==> src/rtl/e4m3_stream_accumulator.sv <==
// E4M3 packet accumulator: sums a valid/ready stream of FP8 values
// per packet using a multi-cycle align/add/normalize/pack FSM.
module e4m3_stream_accumulator #(
    parameter int CNT_W = 8
) (
    input  logic             clk,
    input  logic             rst,
    input  logic             in_valid,
    output logic             in_ready,
    input  logic [7:0]       in_data,
    input  logic             in_last,
    output logic             out_valid,
    input  logic             out_ready,
    output logic [7:0]       out_data,
    output logic [CNT_W-1:0] out_count,
    output logic             out_ovf
);

    localparam logic [2:0] S_IDLE  = 3'd0;
    localparam logic [2:0] S_ALIGN = 3'd1;
    localparam logic [2:0] S_ADD   = 3'd2;
    localparam logic [2:0] S_NORM  = 3'd3;
    localparam logic [2:0] S_PACK  = 3'd4;
    localparam logic [2:0] S_OUT   = 3'd5;

    logic [2:0]        state_q, state_d;
    logic [7:0]        acc_q, acc_d;
    logic [CNT_W-1:0]  cnt_q, cnt_d;
    logic              ovf_q, ovf_d;
    logic [7:0]        x_q, x_d;
    logic              last_q, last_d;
    logic              sign_a_q, sign_a_d;
    logic              sign_b_q, sign_b_d;
    logic [7:0]        sig_a_q, sig_a_d;
    logic [7:0]        sig_b_q, sig_b_d;
    logic [7:0]        sum_q, sum_d;
    logic signed [5:0] exp_q, exp_d;

    // Operand decode: significand is {1, fff, 3 guard bits, sticky}
    logic [7:0]  xv;
    logic [3:0]  a_e, x_e, big_e, small_e, dsh;
    logic [6:0]  a_mag, x_mag;
    logic [7:0]  a_sig, x_sig, big_sig, small_sig, sh_sig;
    logic [15:0] sh_full;
    logic        a_big;
    logic [8:0]  add9;
    logic [7:0]  sub8;

    // Alignment and add datapath feeding the FSM registers
    always_comb begin
        xv        = (x_q[6:0] == 7'h7F) ? {x_q[7], 7'h7E} : x_q;
        a_e       = acc_q[6:3];
        x_e       = xv[6:3];
        a_mag     = (a_e == 4'd0) ? 7'd0 : acc_q[6:0];
        x_mag     = (x_e == 4'd0) ? 7'd0 : xv[6:0];
        a_sig     = (a_e == 4'd0) ? 8'd0 : {1'b1, acc_q[2:0], 4'd0};
        x_sig     = (x_e == 4'd0) ? 8'd0 : {1'b1, xv[2:0], 4'd0};
        a_big     = (a_mag >= x_mag);
        big_e     = a_big ? a_e : x_e;
        small_e   = a_big ? x_e : a_e;
        big_sig   = a_big ? a_sig : x_sig;
        small_sig = a_big ? x_sig : a_sig;
        dsh       = big_e - small_e;
        sh_full   = {small_sig, 8'd0} >> dsh;
        if (dsh >= 4'd7) begin
            sh_sig = {7'd0, |small_sig};
        end else begin
            sh_sig = {sh_full[15:9], sh_full[8] | (|sh_full[7:0])};
        end
        add9 = {1'b0, sig_a_q} + {1'b0, sig_b_q};
        sub8 = sig_a_q - sig_b_q;
    end

    // Next-state and datapath register logic
    always_comb begin
        state_d  = state_q;
        acc_d    = acc_q;
        cnt_d    = cnt_q;
        ovf_d    = ovf_q;
        x_d      = x_q;
        last_d   = last_q;
        sign_a_d = sign_a_q;
        sign_b_d = sign_b_q;
        sig_a_d  = sig_a_q;
        sig_b_d  = sig_b_q;
        sum_d    = sum_q;
        exp_d    = exp_q;
        unique case (state_q)
            S_IDLE: begin
                if (in_valid) begin
                    x_d     = in_data;
                    last_d  = in_last;
                    cnt_d   = cnt_q + 1'b1;
                    state_d = S_ALIGN;
                end
            end
            S_ALIGN: begin
                sign_a_d = a_big ? acc_q[7] : xv[7];
                sign_b_d = a_big ? xv[7] : acc_q[7];
                sig_a_d  = big_sig;
                sig_b_d  = sh_sig;
                exp_d    = $signed({2'b00, big_e});
                state_d  = S_ADD;
            end
            S_ADD: begin
                if (sign_a_q == sign_b_q) begin
                    if (add9[8]) begin
                        sum_d = {add9[8:2], add9[1] | add9[0]};
                        exp_d = exp_q + 6'sd1;
                    end else begin
                        sum_d = add9[7:0];
                    end
                end else begin
                    sum_d = sub8;
                end
                state_d = (sum_d == 8'd0 || sum_d[7]) ? S_PACK : S_NORM;
            end
            S_NORM: begin
                sum_d   = {sum_q[6:0], 1'b0};
                exp_d   = exp_q - 6'sd1;
                state_d = sum_d[7] ? S_PACK : S_NORM;
            end
            S_PACK: begin
                if (sum_q == 8'd0) begin
                    acc_d = 8'h00;
                end else if (exp_q > 6'sd15 ||
                             (exp_q == 6'sd15 && sum_q[6:4] == 3'b111)) begin
                    acc_d = {sign_a_q, 7'h7E};
                    ovf_d = 1'b1;
                end else if (exp_q < 6'sd1) begin
                    acc_d = 8'h00;
                end else begin
                    acc_d = {sign_a_q, exp_q[3:0], sum_q[6:4]};
                end
                state_d = last_q ? S_OUT : S_IDLE;
            end
            S_OUT: begin
                if (out_ready) begin
                    acc_d   = 8'h00;
                    cnt_d   = '0;
                    ovf_d   = 1'b0;
                    state_d = S_IDLE;
                end
            end
            default: state_d = S_IDLE;
        endcase
    end

    // State registers with asynchronous reset
    always_ff @(posedge clk or posedge rst) begin
        if (rst) begin
            state_q  <= S_IDLE;
            acc_q    <= 8'h00;
            cnt_q    <= '0;
            ovf_q    <= 1'b0;
            x_q      <= 8'h00;
            last_q   <= 1'b0;
            sign_a_q <= 1'b0;
            sign_b_q <= 1'b0;
            sig_a_q  <= 8'h00;
            sig_b_q  <= 8'h00;
            sum_q    <= 8'h00;
            exp_q    <= 6'sd0;
        end else begin
            state_q  <= state_d;
            acc_q    <= acc_d;
            cnt_q    <= cnt_d;
            ovf_q    <= ovf_d;
            x_q      <= x_d;
            last_q   <= last_d;
            sign_a_q <= sign_a_d;
            sign_b_q <= sign_b_d;
            sig_a_q  <= sig_a_d;
            sig_b_q  <= sig_b_d;
            sum_q    <= sum_d;
            exp_q    <= exp_d;
        end
    end

    assign in_ready  = (state_q == S_IDLE);
    assign out_valid = (state_q == S_OUT);
    assign out_data  = acc_q;
    assign out_count = cnt_q;
    assign out_ovf   = ovf_q;

endmodule

==> config.mk <==
export PLATFORM = sky130hd
export DESIGN_NAME = e4m3_stream_accumulator
export DESIGN_NICKNAME = d
export VERILOG_FILES = /design/src/rtl/e4m3_stream_accumulator.sv
export SDC_FILE = /design/constraint.sdc
export NUM_CORES = 1
export LEC_CHECK = 0
export CAP_MARGIN = 15
export CORE_ASPECT_RATIO = 1.1
export CORE_UTILIZATION = 35
export DETAILED_ROUTE_END_ITERATION = 8
export PLACE_DENSITY = 0.64
export SYNTH_ARGS = -nofsm -noshare
export SYNTH_HDL_FRONTEND = slang
export SYNTH_SLANG_ARGS = --single-unit
export TNS_END_PERCENT = 5
==> constraint.sdc <==
create_clock -name clk -period 11 [get_ports clk]
set_input_delay 1.1 -clock clk [delete_from_list [all_inputs] [get_ports clk]]
set_output_delay 1.1 -clock clk [all_outputs]
set_load 0.1 [all_outputs]
==> Word-level counts from Yosys, hierarchy flattened <==
Index checks and enable logic that the tools add are counted.
{ "word_totals": {"output_inout_bits": 19, "input_bits": 13, "ff_bits": 61, "wordCells": 96} }
{ "op_classes": {"order_cmp": 4, "n_eq_ne": 15, "n_reduce_logical": 20, "mux": 36, "shifts": 1, "n_addsub": 6, "bitwise": 2} }
{ "op_table": {"columns": ["cell", "n"], "rows": [
  ["8-bit 2-to-1 mux", 13],
  ["8-bit one-hot mux with 2 select lines", 3],
  ["7-bit 2-to-1 mux", 3],
  ["3-bit one-hot mux with 6 select lines", 1],
  ["6-bit one-hot mux with 3 select lines", 1],
  ["8-bit zero test", 2],
  ["8-bit OR reduction", 2],
  ["16-bit by 4-bit >> shifter with 16-bit output", 1],
  ["3-bit 2-to-1 mux", 5],
  ["6-bit 2-to-1 mux", 2],
  ["2-bit != test (second input constant)", 5],
  ["8-bit by 8-bit adder with 9-bit output", 1],
  ["3-bit == test (second input constant)", 3],
  ["8-bit by 1-bit adder with 8-bit output (second input constant)", 1],
  ["4-bit zero test", 2],
  ["4-bit 2-to-1 mux", 2],
  ["8-bit subtractor", 1],
  ["7-bit == test (second input constant)", 1],
  ["7-bit >= comparator", 1],
  ["6-bit by 2-bit adder with 6-bit output (second input constant)", 1],
  ["3-bit by 2-bit == test with 1-bit output (second input constant)", 2],
  ["6-bit by 5-bit == test with 1-bit output (second input constant)", 1],
  ["6-bit by 5-bit greater-than comparator with 1-bit output (second input constant)", 1],
  ["6-bit by 2-bit less-than comparator with 1-bit output (second input constant)", 1],
  ["other kinds (17)", 28]
]} }

==> Longest topological paths before layout <==
{ "logic_depth": {"depth_word": 11, "mapped_depth": 18, "depth_no_buf": 14} }

==> Worst setup path after synthesis <==
No wires, ideal clock.
{ "synth_path": {"kind": "register to register", "start": "reg acc_q[3], in the netlist out_data[3]", "end": "reg sig_b_q[4]", "synth_period_minus_slack_ns": 4.984, "n_path_buf": 4, "t_arrival_ns": 4.917, "path_stages_with_launch": 17, "slack_ns": 6.016, "cell_sequence": "dfrtp_1 clkbuf_1 or4_1 clkbuf_1 and2_1 ha_1 a21o_1 a31oi_1 o21ai_1 clkbuf_1 buf_1 mux2i_1 ha_1 or2_2 o211ai_1 and3_1 a32o_1"} }
{ "synth_between": {"elab_chain_len": 7} }
{ "synth_rtl": {"columns": ["item", "line_no", "rtl"], "rows": [
  ["start, declared", "27", "logic [7:0] acc_q, acc_d;"],
  ["start signal, assigned", "153", "acc_q <= 8'h00;"],
  ["start signal, assigned", "166", "acc_q <= acc_d;"],
  ["4-bit zero test", "54, 56", null],
  ["7-bit 2-to-1 mux", "54", "a_mag = (a_e == 4'd0) ? 7'd0 : acc_q[6:0];"],
  ["7-bit >= comparator", "58", "a_big = (a_mag >= x_mag);"],
  ["4-bit 2-to-1 mux (on tied branches)", "59, 60", null],
  ["4-bit subtractor", "63", "dsh = big_e - small_e;"],
  ["16-bit by 4-bit >> shifter with 16-bit output or 4-bit by 3-bit >= comparator with 1-bit output (tied branches)", "64, 65", null],
  ["8-bit 2-to-1 mux *", "65", "if (dsh >= 4'd7) begin"],
  ["end signal, assigned", "174", "sig_b_q <= sig_b_d;"],
  ["end, declared", "35", "logic [7:0] sig_b_q, sig_b_d;"]
]} }
Mark *: on every way between the ends. The rest lies on a longest branch, timed or not.
A chain may end at the register's enable or synchronous reset.

==> Worst setup path after layout <==
{ "layout_path": {"start": "reg x_q[3]", "end": "reg sig_b_q[4]"} }
{ "layout_between": {"elab_chain_len": 9} }
{ "layout_rtl": {"columns": ["item", "line_no", "rtl"], "rows": [
  ["start, declared", "30", "logic [7:0] x_q, x_d;"],
  ["start signal, assigned", "156", "x_q <= 8'h00;"],
  ["start signal, assigned", "169", "x_q <= x_d;"],
  ["7-bit == test", "51", "xv = (x_q[6:0] == 7'h7F) ? {x_q[7], 7'h7E} : x_q;"],
  ["7-bit 2-to-1 mux *", "51", null],
  ["4-bit zero test", "55, 57", null],
  ["7-bit 2-to-1 mux", "55", "x_mag = (x_e == 4'd0) ? 7'd0 : xv[6:0];"],
  ["7-bit >= comparator", "58", null],
  ["4-bit 2-to-1 mux (on tied branches)", "59, 60", null],
  ["4-bit subtractor", "63", null],
  ["16-bit by 4-bit >> shifter with 16-bit output or 4-bit by 3-bit >= comparator with 1-bit output (tied branches)", "64, 65", null],
  ["8-bit 2-to-1 mux *", "65", null]
]} }
Marked as above.

==> impl_metrics.env <==
export IMPL_period_share_pct=37.5
export IMPL_antenna_cells=0
export IMPL_root_buffer="clkbuf_16"
export IMPL_hpwlAfterDp_um=6850
export IMPL_yosysSeqAreaShare_pct=37.0
export IMPL_worst_slew_pin_slew_ps=984
export IMPL_yosysTopAreaCellShare_pct=37.0
export IMPL_start_kind="register"
export IMPL_r2r_end="sig_b_q[4]"
export IMPL_hold_path_class="register to register"
export IMPL_avgSynthCellArea_um2=8.69
export IMPL_drv_slew=0
export IMPL_ioPinCount=32
export IMPL_period_needed_ps=4120
export IMPL_crit_path_start="x_q[3]"
export IMPL_drcViolationCount=0
export IMPL_final_cell_mix="dfrtp_1 (57), nand2_1 (42), nor2_1 (34), o21ai_0 (31), clkdlybuf4s50_1 (31)"
export IMPL_layout_commonest_cell="dfrtp_1"
export IMPL_cts_buffer_depth=2
export IMPL_r2r_start="x_q[3]"
export IMPL_rsz0062_at_grt="no"
export IMPL_cp_max_fo=26
export IMPL_clock_skew_ps=7.01
export IMPL_worstPathRequired_ps=11260
export IMPL_synth_seq_cells=57
export IMPL_synth_cells=444
export IMPL_finalHoldViolCount=0
export IMPL_postRouteAntennaNets=0
export IMPL_ys_async_sr_fraction_pct=100
export IMPL_cts_sinks=57
export IMPL_synthesis_area_um2=3860
export IMPL_worst_path_most_repeated_cell="ha_1"
export IMPL_drive_gt1_share_pct=8.39
export IMPL_synth_ff_type="dfrtp_1"
export IMPL_gr_total_overflow=0
export IMPL_ys_warn_count=0
export IMPL_via_per_inst=5.53
export IMPL_cts_hold_buf=0
export IMPL_cp_end_kind="register"
export IMPL_tns_ps=0
export IMPL_area_growth_pct=18.3
export IMPL_post_cts_buffers=0
export IMPL_clk_latency_ps=330
export IMPL_cts_max_level=3
export IMPL_cts_buffers_inserted=9
export IMPL_via_count=3363
export IMPL_worstSetupPathType="register to register"
export IMPL_drt_iter0_drc=155
export IMPL_antenna_found_initial=0
export IMPL_min_from="out_ovf"
export IMPL_die_area_um2=11400
export IMPL_crit_chain="or4_1, o311ai_0, inv_1, ha_1, nand2b_1, a31oi_1, o21ai_2, buf_4, mux2i_1, ha_1, or2_2, o211ai_1, and3_1, a32o_1"
export IMPL_num_rows=39
export IMPL_finalWeightedCongestion=0.891
export IMPL_path_depth=14
export IMPL_dr_pass1_iters=4
export IMPL_ys_types=57
export IMPL_die_x_um=102
export IMPL_status="finished clean"
export IMPL_start_util_pct=36.6
export IMPL_port_buffers=31
export IMPL_fill_cells=1051
export IMPL_worstPathArrival_ps=4380
export IMPL_critPathBufInv=2
export IMPL_grt_max_degree=58
export IMPL_cts_tree="done"
export IMPL_yosys_area_top_type="dfrtp_1"
export IMPL_grt_pass1_vias=3257
export IMPL_synth_edf_count=0
export IMPL_setup_viol=0
export IMPL_fmax_mhz=242
export IMPL_drv_cap=0
export IMPL_endpoint="sig_b_q[4]"
export IMPL_routed_wl_um=9420
export IMPL_critPathSlowestCell="or4_1"
export IMPL_slew_headroom_pct=34.2
export IMPL_coreArea_um2=10500
export IMPL_synth_area_leaders="dfrtp_1 (37%), ha_1 (6.2%), mux2i_1 (4.7%), nand2_1 (4.1%), o21ai_0 (4.0%)"
export IMPL_grt_pass1_wl_um=15600
export IMPL_nets=494
export IMPL_clkSlewWorstSetupHoldPaths_ps=50
export IMPL_max_stage_delay_ps=680
export IMPL_crit_family="simple AND/OR/NAND/NOR gates"
export IMPL_routedWlPerCell_um=15.5
export IMPL_reg2reg_depth=14
export IMPL_ff2ff_setup_slack_ps=6880
export IMPL_grt_util_all_layers_pct=17.6
export IMPL_post_cts_resized=0
export IMPL_syn_nets=477
export IMPL_fp_dieH_um=112
-- sequential cells by signal, indices dropped and copies added (netlist names) --
name	count
sig_b_q	8
x_q	8
sig_a_q	4
sign_b_q	1
last_q	1
out_count	8
exp_q	6
state_q	3
out_ovf	1
sign_a_q	1
sum_q	8
out_data	8
-- stage by stage --
| step | hold slack, ps | utilization (%) | instances | cell area, um2 | setup WS [ps] |
|---|---|---|---|---|---|
| CTS | 486 | 43.3 | 608 | 4560 | 6860 |
| finish | 483 | 43.3 | 608 | 4560 | 6880 |
| global placement | 463 | 40.5 | 593 | 4270 | 7080 |
| global route | 496 | 43.3 | 608 | 4560 | 6580 |
| floorplan | 451 | - | 444 | 3860 | 6020 |
| detailed placement | 474 | 40.5 | 593 | 4270 | 6890 |
-- cell families after synthesis --
kind of cell | Yosys count | share of synthesized area, %
xor+xnor | 16 | 3.83
flops | 57 | 37.0
buf+inv | 55 | 5.35
mux | 29 | 7.88
simple gates | 142 | 17.7
compound gates | 124 | 21.4
fa+ha+maj | 21 | 6.94
-- routing by layer --
metal	routed length [um]	GRT usage [%]
met5	0	0
met4	259	8.76
met3	347	3.36
met2	4590	28.7
met1	4220	22.2
-- Yosys cell counts (6+ instances only) --
library cell and count:
nor2b_1 8, inv_1 27, dfrtp_1 57, a22o_1 8, a21oi_1 29, clkbuf_1 27, a31oi_1 6, nand4_1 6
xnor2_1 6, mux2_2 11, ha_1 19, nor3_1 14, nand2_1 42, a221o_1 6, xor2_1 9, nor2_1 34
o22ai_1 6, nand3_1 15, mux2i_1 18, o21ai_0 31
-- how the worst min path moves through the flow --
stage | endpoint | slack, ps | depth (start not counted)
after CTS | out_ovf | 490 | 1
after detailed placement | out_ovf | 470 | 1
after floorplan | sum_q[7] | 450 | 2
after global routing | out_ovf | 500 | 1
final | out_ovf | 480 | 1
after global placement | out_ovf | 460 | 1
-- area by class of cell --
type                            count  area (um2)  share of cell area, %
Tap cell                          143         179                   3.92
Clock inverter                      5        56.3                   1.23
Multi-Input combinational cell    332        2230                   48.8
Sequential cell                    57        1430                   31.3
Inverter                           27         101                   2.22
Timing Repair Buffer               34         333                   7.30
Clock buffer                       10         239                   5.24
-- worst register-to-register path: cells and delay by family (launching register included) --
family | cells | cell delay, ps
adders and majority gates | 2 | 490
AOI/OAI and AO/OA | 5 | 1180
muxes | 1 | 170
DFF | 1 | 440
buffers and inverters | 2 | 330
and+or+nand+nor | 4 | 1430
Power is left out: the tool's default activity adds up to more than one toggle a clock period on the data nets, which glitch-free logic cannot reach.
